File: src/rtl/ifu_miss_fill.sv
// Instruction-fetch miss/fill sequencer.
// When a fetch lookup misses, this block picks a victim way and requests the
// line from memory. It then writes the returned line into the tag/data arrays
// and keeps the per-way valid bits.

package ifu_pkg;
    localparam int IFU_WAYS_NUM = 16;
endpackage

module ifu_miss_fill #(
    parameter int WAYS_NUM   = ifu_pkg::IFU_WAYS_NUM,
    parameter int TAG_WIDTH  = 26,
    parameter int LINE_WIDTH = 128,
    parameter int WAY_W      = $clog2(WAYS_NUM)
) (
    input  logic                  clk,
    input  logic                  rst,
    input  logic                  lookup_valid,
    input  logic [TAG_WIDTH-1:0]  lookup_tag,
    input  logic                  lookup_hit,
    input  logic                  flush,
    output logic                  cache_miss,
    output logic                  cache_full,
    input  logic [WAY_W-1:0]      evicted_cl,
    output logic [WAYS_NUM-1:0]   valid_vec,
    output logic                  mem_req_valid,
    input  logic                  mem_req_ready,
    output logic [TAG_WIDTH-1:0]  mem_req_tag,
    input  logic                  mem_rsp_valid,
    input  logic [LINE_WIDTH-1:0] mem_rsp_data,
    output logic                  fill_we,
    output logic [WAY_W-1:0]      fill_way,
    output logic [TAG_WIDTH-1:0]  fill_tag,
    output logic [LINE_WIDTH-1:0] fill_data,
    output logic                  fill_busy,
    output logic [15:0]           miss_count
);

    typedef enum logic [1:0] {
        IDLE,
        REQ,
        WAIT,
        FILL
    } state_t;

    state_t                state;
    logic                  busy_q;
    logic                  req_valid_q;
    logic                  fill_we_q;
    logic                  flush_pending;
    logic [WAYS_NUM-1:0]   valid_q;
    logic [WAY_W-1:0]      lat_way;
    logic [TAG_WIDTH-1:0]  lat_tag;
    logic [LINE_WIDTH-1:0] lat_data;
    logic [15:0]           miss_count_q;

    logic                  miss_accept;
    logic [WAY_W-1:0]      free_way;
    logic [WAY_W-1:0]      victim_way;

    // A miss is taken only while idle and not flushing. Gating with reset keeps the pulse low during reset.
    assign miss_accept = rst && (state == IDLE) && lookup_valid && !lookup_hit && !flush;

    assign cache_miss    = miss_accept;
    assign cache_full    = &valid_q;
    assign valid_vec     = valid_q;
    assign mem_req_valid = req_valid_q;
    assign mem_req_tag   = lat_tag;
    assign fill_we       = fill_we_q;
    assign fill_way      = lat_way;
    assign fill_tag      = lat_tag;
    assign fill_data     = lat_data;
    assign fill_busy     = busy_q;
    assign miss_count    = miss_count_q;

    // Priority-encode the lowest-index invalid way as the victim for a cache that is not full.
    always_comb begin
        free_way = '0;
        for (int i = WAYS_NUM - 1; i >= 0; i--) begin
            if (!valid_q[i]) begin
                free_way = WAY_W'(i);
            end
        end
    end

    assign victim_way = cache_full ? evicted_cl : free_way;

    // Miss sequencer: latch the miss, request the line, capture the response, then write it for one cycle.
    always_ff @(posedge clk or negedge rst) begin
        if (!rst) begin
            state         <= IDLE;
            busy_q        <= 1'b0;
            req_valid_q   <= 1'b0;
            fill_we_q     <= 1'b0;
            flush_pending <= 1'b0;
            valid_q       <= '0;
            lat_way       <= '0;
            lat_tag       <= '0;
            lat_data      <= '0;
        end else begin
            case (state)
                IDLE: begin
                    if (flush) begin
                        valid_q <= '0;
                    end else if (miss_accept) begin
                        lat_tag     <= lookup_tag;
                        lat_way     <= victim_way;
                        state       <= REQ;
                        busy_q      <= 1'b1;
                        req_valid_q <= 1'b1;
                    end
                end
                REQ: begin
                    if (flush) begin
                        flush_pending <= 1'b1;
                    end
                    if (mem_req_ready) begin
                        state       <= WAIT;
                        req_valid_q <= 1'b0;
                    end
                end
                WAIT: begin
                    if (flush) begin
                        flush_pending <= 1'b1;
                    end
                    if (mem_rsp_valid) begin
                        lat_data  <= mem_rsp_data;
                        state     <= FILL;
                        fill_we_q <= 1'b1;
                    end
                end
                FILL: begin
                    state         <= IDLE;
                    busy_q        <= 1'b0;
                    fill_we_q     <= 1'b0;
                    flush_pending <= 1'b0;
                    if (flush_pending || flush) begin
                        valid_q <= '0;
                    end else begin
                        valid_q[lat_way] <= 1'b1;
                    end
                end
                default: begin
                    state       <= IDLE;
                    busy_q      <= 1'b0;
                    req_valid_q <= 1'b0;
                    fill_we_q   <= 1'b0;
                end
            endcase
        end
    end

    // Saturating miss counter. A flush leaves it untouched; only reset clears it.
    always_ff @(posedge clk or negedge rst) begin
        if (!rst) begin
            miss_count_q <= '0;
        end else if (miss_accept && (miss_count_q != 16'hFFFF)) begin
            miss_count_q <= miss_count_q + 16'd1;
        end
    end

endmodule

File: config.mk
export PLATFORM = sky130hd
export DESIGN_NAME = ifu_miss_fill
export DESIGN_NICKNAME = d
export VERILOG_FILES = /design/src/rtl/ifu_miss_fill.sv
export SDC_FILE = /design/constraint.sdc
export NUM_CORES = 1
export LEC_CHECK = 0
export ABC_AREA = 0
export BUFFER_PORTS_ARGS = -buffer_cell sky130_fd_sc_hd__buf_2
export CORE_MARGIN = 1.5
export CORE_UTILIZATION = 35
export DETAILED_ROUTE_END_ITERATION = 7
export GPL_TIMING_DRIVEN = 0
export PLACE_DENSITY_LB_ADDON = 0.05
export RECOVER_POWER = 50
export SYNTH_ARGS = -nofsm -noshare
export SYNTH_HDL_FRONTEND = slang
export SYNTH_SLANG_ARGS = --single-unit
File: constraint.sdc
create_clock -name clk -period 2.4 [get_ports clk]
set_input_delay 0.24 -clock clk [delete_from_list [all_inputs] [get_ports clk]]
set_output_delay 0.24 -clock clk [all_outputs]
set_load 0.01 [all_outputs]
### Yosys cells after proc, flatten, opt, wreduce, memory -nomap -nowiden

Cells that the tools add are included.

* register bits: 196
* input port bits: 165
* word-level logic and storage cells: 85

* add/subtract/negate cells: 1
* order comparisons: 2
* equality and inequality tests: 10
* multiplexer cells: 36
* bitwise operators: 2
* reductions and logical operators: 24

Operators with widths (number)
* $mux 4: 17
* $mux 16: 2
* $pmux 16 s2: 1
* $add 16x1->16 const B: 1
* $ne 16x16->1 const B: 1
* $or 16x16->16: 1
* $reduce_and 16->1: 1
* $ne 2x2->1 const B: 5
* $mux 2: 4
* $pmux 1 s2: 4
* $pmux 2 s4: 1
* $reduce_and 2->1: 4
* $reduce_and 4->1: 2
* $reduce_bool 2->1: 4
* $logic_and 1x1->1: 6
* $mux 1: 6
* $reduce_and 3->1: 2
* $lt 4x5->1 const B: 1
* $demux 1 s4: 1
* $eq 2x2->1 const B: 2
* $ge 4x1->1 const B: 1
* $eq 2x1->1 const B: 1
* $logic_not 1->1: 2
* $logic_not 2->1: 1
* other kinds (4): 4

### Logic depth before layout (Yosys ltp)

* depth after elaboration: 17
* depth in mapped cells: 9
* gate-level depth less buffers: 8

### Least setup slack after synthesis

OpenSTA, ideal clock, no wires.

* path kind: register to register
* start: reg state[0]
* end: reg miss_count_q[14], in the netlist miss_count[14]
* setup time: 126 ps
* arrival time: 1740 ps
* path slack: 534 ps
* stages on the path, launching flop included: 9
* buffers on the path: 1
* cells stage by stage: dfrtp_1 inv_1 ha_1 nand2_1 or3_1 buf_6 nor3_2 nand4_1 xnor2_1

* cells in the longest elaborated chain, start to end: 6

RTL lines
* start: declaration: RTL line 46 `state_t state;`
* start signal: assignment: RTL line 91 `state <= IDLE;`
* start signal: assignment: RTL line 108 `state <= REQ;`
* start signal: assignment: RTL line 118 `state <= WAIT;`
* $logic_not 2->1: RTL line 62 `assign miss_accept = rst && (state == IDLE) && lookup_valid && !lookup_hit && !flush;`
* $logic_and 1x1->1 (4 in a row): RTL line 62
* $logic_and 1x1->1: RTL line 157 `end else if (miss_accept && (miss_count_q != 16'hFFFF)) begin`
* end signal: assignment: RTL line 158 `miss_count_q <= miss_count_q + 16'd1;`
* end: declaration: RTL line 55 `logic [15:0] miss_count_q;`

Every way passes these cells.
A chain may end at the register's enable or synchronous reset.

### Worst setup path in the final report

* start: reg state[0]
* end: out cache_miss

* cells in the longest elaborated chain, start to end: 5

RTL lines
* $logic_not 2->1: RTL line 62
* $logic_and 1x1->1 (4 in a row): RTL line 62
* end: declaration: RTL line 22 `output logic cache_miss,`

Every way passes these cells.

==> run summary <==
The number of detailed-route iterations in the first pass is 4. The total power density per cell area is 1246 nW/um^2. Among all flip-flop cells after synthesis, the most frequent one is sky130_fd_sc_hd__dfrtp_1. The die covers approximately 24000 sq um. Summing the sequential cell areas from Yosys gives 61.96% of the chip area.

The final weighted congestion in routability-driven placement came out at just under 0.8. In the synthesized netlist the async set-or-reset flop fraction comes to 100.0%. The final number of hold-violating endpoints came out at 82. Detailed placement finished with a half-perimeter wire length of 16700 um. The worst-case reg-to-reg path depth is 6. The beginning of the critical path is state[0]. The Yosys step of the flow raised 0 warnings. The internal cell power came out at 8.677 mW. The net switching fraction of the power is 36.10%. The required arrival time at the worst endpoint came out at around 2.2 ns. The register-to-register setup slack came out at 0.29 ns.

Per report_power, the sequential group accounts for between 40% and 50% of the total. The worst-path cell with the longest stage delay is sky130_fd_sc_hd__dfrtp_1. The number of hold buffers added after CTS was 22. The arrival time at the worst endpoint came out at 2.00 ns. The total overflow left after global routing is 0. The via count of the routed design is 6108. The worst-skew pair later-pin latency is approximately 0.43 ns. In the final timing run, aggregate negative setup slack is 0 ns. Summed over all nets, the switching power comes to 4.902 mW. The CTS buffer count came out at 17.

The initial cell density of the core came out at 35.94%. The die is around 150 um wide. The final number of max-transition violations is 115. The number of I/O port buffers came out at roughly 390. For this design the static power due to leakage is around 5.4 nW. The final critical delay including setup and external delays is 2.244 ns.

In this run the deepest clock path goes through 2 buffers. Yosys attributes the largest share of cell area to sky130_fd_sc_hd__dfrtp_1 62%, sky130_fd_sc_hd__mux2_2 18%, sky130_fd_sc_hd__nand2_1 4.6%. The placed instance count came out at around 1300.

The max-cap violation count is 1. The normalized max-slew margin came out at -6.341%. The critical path in this run is classified as reg -> out. The number of antenna violations at the first check in global routing is 5. After synthesis, the most frequently instantiated cells are 196 x sky130_fd_sc_hd__dfrtp_1, 129 x sky130_fd_sc_hd__mux2_2, 97 x sky130_fd_sc_hd__nand2_1, 27 x sky130_fd_sc_hd__nor2_1, 26 x sky130_fd_sc_hd__buf_4. The worst register-to-register path ends at fill_data[35]. In this run, synthesis produced a sequential element count of 196. The total stage count of the critical path is 8. The number of different library cells used by synthesis comes to 44.

The buffers inserted during post-CTS setup optimization came out at 0. The clock share of power is 20.5%. The final instance count without filler cells came out at 1335. The share of the clock period used by the worst path is 93.49%. The share of final-layout standard cells stronger than drive strength 1 came out at 46.34%. The cell row count came out at 54. The die span in y came out at 153.4 um. The CTS sink count came out at 196. The count of boundary I/O pins is 386. On the final layout, the worst clock skew is 0.01254 ns. TritonCTS built the clock tree. The part of the power in combinational logic came out at 38.6%. The DRC violation count after routing came out at 0.

The synthesized area divided by synthesized cell count came out at 12.96 sq um. Using the TritonRoute via totals, the vias-per-cell ratio works out to 4.575. By instance count, the cell type seen most on the critical path is sky130_fd_sc_hd__buf_6.

The post-synthesis instance area came out at a little under 8000 sq um. The top cell type's share of synthesized area is 61.96%. The root buffer cell is sky130_fd_sc_hd__clkbuf_16. The H-tree generated during clock tree synthesis spans 4 levels. The post-route worst hold slack came out at -0.2411 ns. Setup repair after global routing left no endpoint under its margin. Along the worst path, the maximum fanout reaches 10.

The run finished, with violations left. The largest stage delay on the critical path came out at 0.41 ns. Of all cell types, the one taking the most synthesized area is sky130_fd_sc_hd__dfrtp_1. For this block, the initial DRC count from the detailed router was 212. The worst setup path is launched from a flop. The routed wire length is roughly 22000 um. sky130_fd_sc_hd__dfrtp_1 is the most common cell in the netlist. The worst setup path is captured at an output pin. Once detail routing completed, the nets flagged for antenna violations numbered 0.

The routed wire length per instance came out at around 17 um. Global routing used approximately a fifth of the available tracks across all layers. Broken down by cell family, the worst path's largest delay share belongs to buffers and inverters. The final reports fail on hold timing, capacitance limit, slew limit. The number of nets in the synthesized netlist is 781. The number of buffers and inverters on the critical path is 5. The net count of the finished layout is between 1000 and 1500.

The number of flops mapped to enable cells by yosys came out at 0. The number of global-route vias before repair is 6159. The worst IR drop on VDD is 497.2 uV.

The synthesized netlist cell count is 611. The clock-pin slew on the worst setup and hold paths is about 0.080 ns. The wire length of the first global-routing pass came out at about 35000 um. The maximum clock rate is 0.4457 GHz. In this run the critical register-to-register path is launched from state[0]. The worst min-delay path class is in -> async.

Entering global routing, the biggest net connects 115 pins. The area of the core region came out at 22030 sq um. The design draws 13.58 mW. The number of filler cells placed in the layout came out at 2119. The signal on the critical path passes through inv_2 > ha_4 > nand2_1 > or3_1 > buf_6 > inv_4 > buf_6 > buf_2. The area growth from synthesis to layout is 37.63%. The count of final setup violators is 0. The measured slew at the worst slew-check pin is about 1.6 ns.
-- final cells by class --
cell class	instances	area, sq um	share of cell area, %
Multi-Input combinational cell	358	2688	24.67
Clock buffer	18	429.2	3.939
Timing Repair Buffer	408	2029	18.63
Clock inverter	14	138.9	1.275
Tap cell	280	350.3	3.215
Inverter	8	32.53	0.2986
Sequential cell	196	4905	45.02
Buffer	49	312.8	2.871
Antenna cell	4	10.01	0.09187
-- flip-flops by register name, indices dropped and copies added, names as in the netlist --
| signal | flops |
|---|---|
| fill_we | 1 |
| miss_count | 16 |
| mem_req_valid | 1 |
| fill_tag | 26 |
| fill_data | 128 |
| fill_way | 4 |
| valid_vec | 16 |
| fill_busy | 1 |
| flush_pending | 1 |
| state | 2 |
-- power by group through the flow --
stage	combinational, mW	clock, mW	sequential, mW
finish	5.24	2.78	5.56
global route	5.72	3.01	5.78
CTS	5.59	2.87	5.54
detailed placement	5.53	0	5.58
global placement	5.50	0	5.54
floorplan	2.40	0	6.22
-- routing by layer --
metal / up-vias / routed length (um) / part of all wire, % / GRT usage (%)
met3: 23 / 1508 / 6.8 / 5.784
met1: 2944 / 8863 / 40 / 22.07
met5: - / 18 / 0.081 / 0
met4: 2 / 299 / 1.4 / 5.594
li1: 2910 / - / - / -
met2: 229 / 11460 / 52 / 33.64
-- cell usage in the layout, fill, tap and decap left out, drive strengths merged, types with 2 or more instances in the layout --
| master | instances |
|---|---|
| nor2 | 28 |
| xor2 | 2 |
| o21ai | 4 |
| nor3 | 4 |
| nand3 | 6 |
| clkinv | 6 |
| nand2b | 2 |
| diode | 4 |
| mux2 | 130 |
| dfrtp | 196 |
| dlygate4sd3 | 22 |
| clkbuf | 132 |
| buf | 321 |
| a31oi | 4 |
| and3 | 5 |
| and4 | 2 |
| nor4 | 2 |
| a21oi | 19 |
| nand2 | 97 |
| nand3b | 2 |
| nand4 | 13 |
| mux2i | 2 |
| nor2b | 5 |
| o221ai | 2 |
| ha | 5 |
| inv | 15 |
| xnor2 | 12 |
-- repair_timing --
action	CTS	global route
hold endpoints to repair	104	82
cloned	0	0
endpoints found under the setup margin	1	1
gates resized for setup	4	4
-- stage by stage --
stage                     setup slack (ns)  util [%]  instance area [sq um]
after floorplan                     0.5338         -                   7916
after global placement              -2.794     46.28                  10190
after detailed placement            0.1972     46.45                  10230
after CTS                         0.008943     50.10                  11030
after global routing               0.02776     49.47                  10900
final                               0.1563     49.47                  10900
-- cells by family (layout without fill, tap and decap cells) --
logic type	Yosys count	count (layout)	share of synthesized area, %
adders and majority gates	5	5	0.7903
and+or+nand+nor	169	169	9.784
other	0	4	0
AOI/OAI and AO/OA	38	38	2.924
xor gates and xnor gates	14	14	1.549
muxes	132	132	18.75
DFF	196	196	61.96
buffers and inverters	57	497	4.252
-- worst max path at each step --
stage | to | slack [ns]
6_report | cache_miss | 0.16
5_1_grt | cache_miss | 0.03
4_1_cts | cache_miss | 0.009
3_5_place_dp | fill_data[18] | 0.20
3_3_place_gp | cache_miss | -2.79
2_1_floorplan | miss_count[14] | 0.53
(Power assumes the default switching activity.)
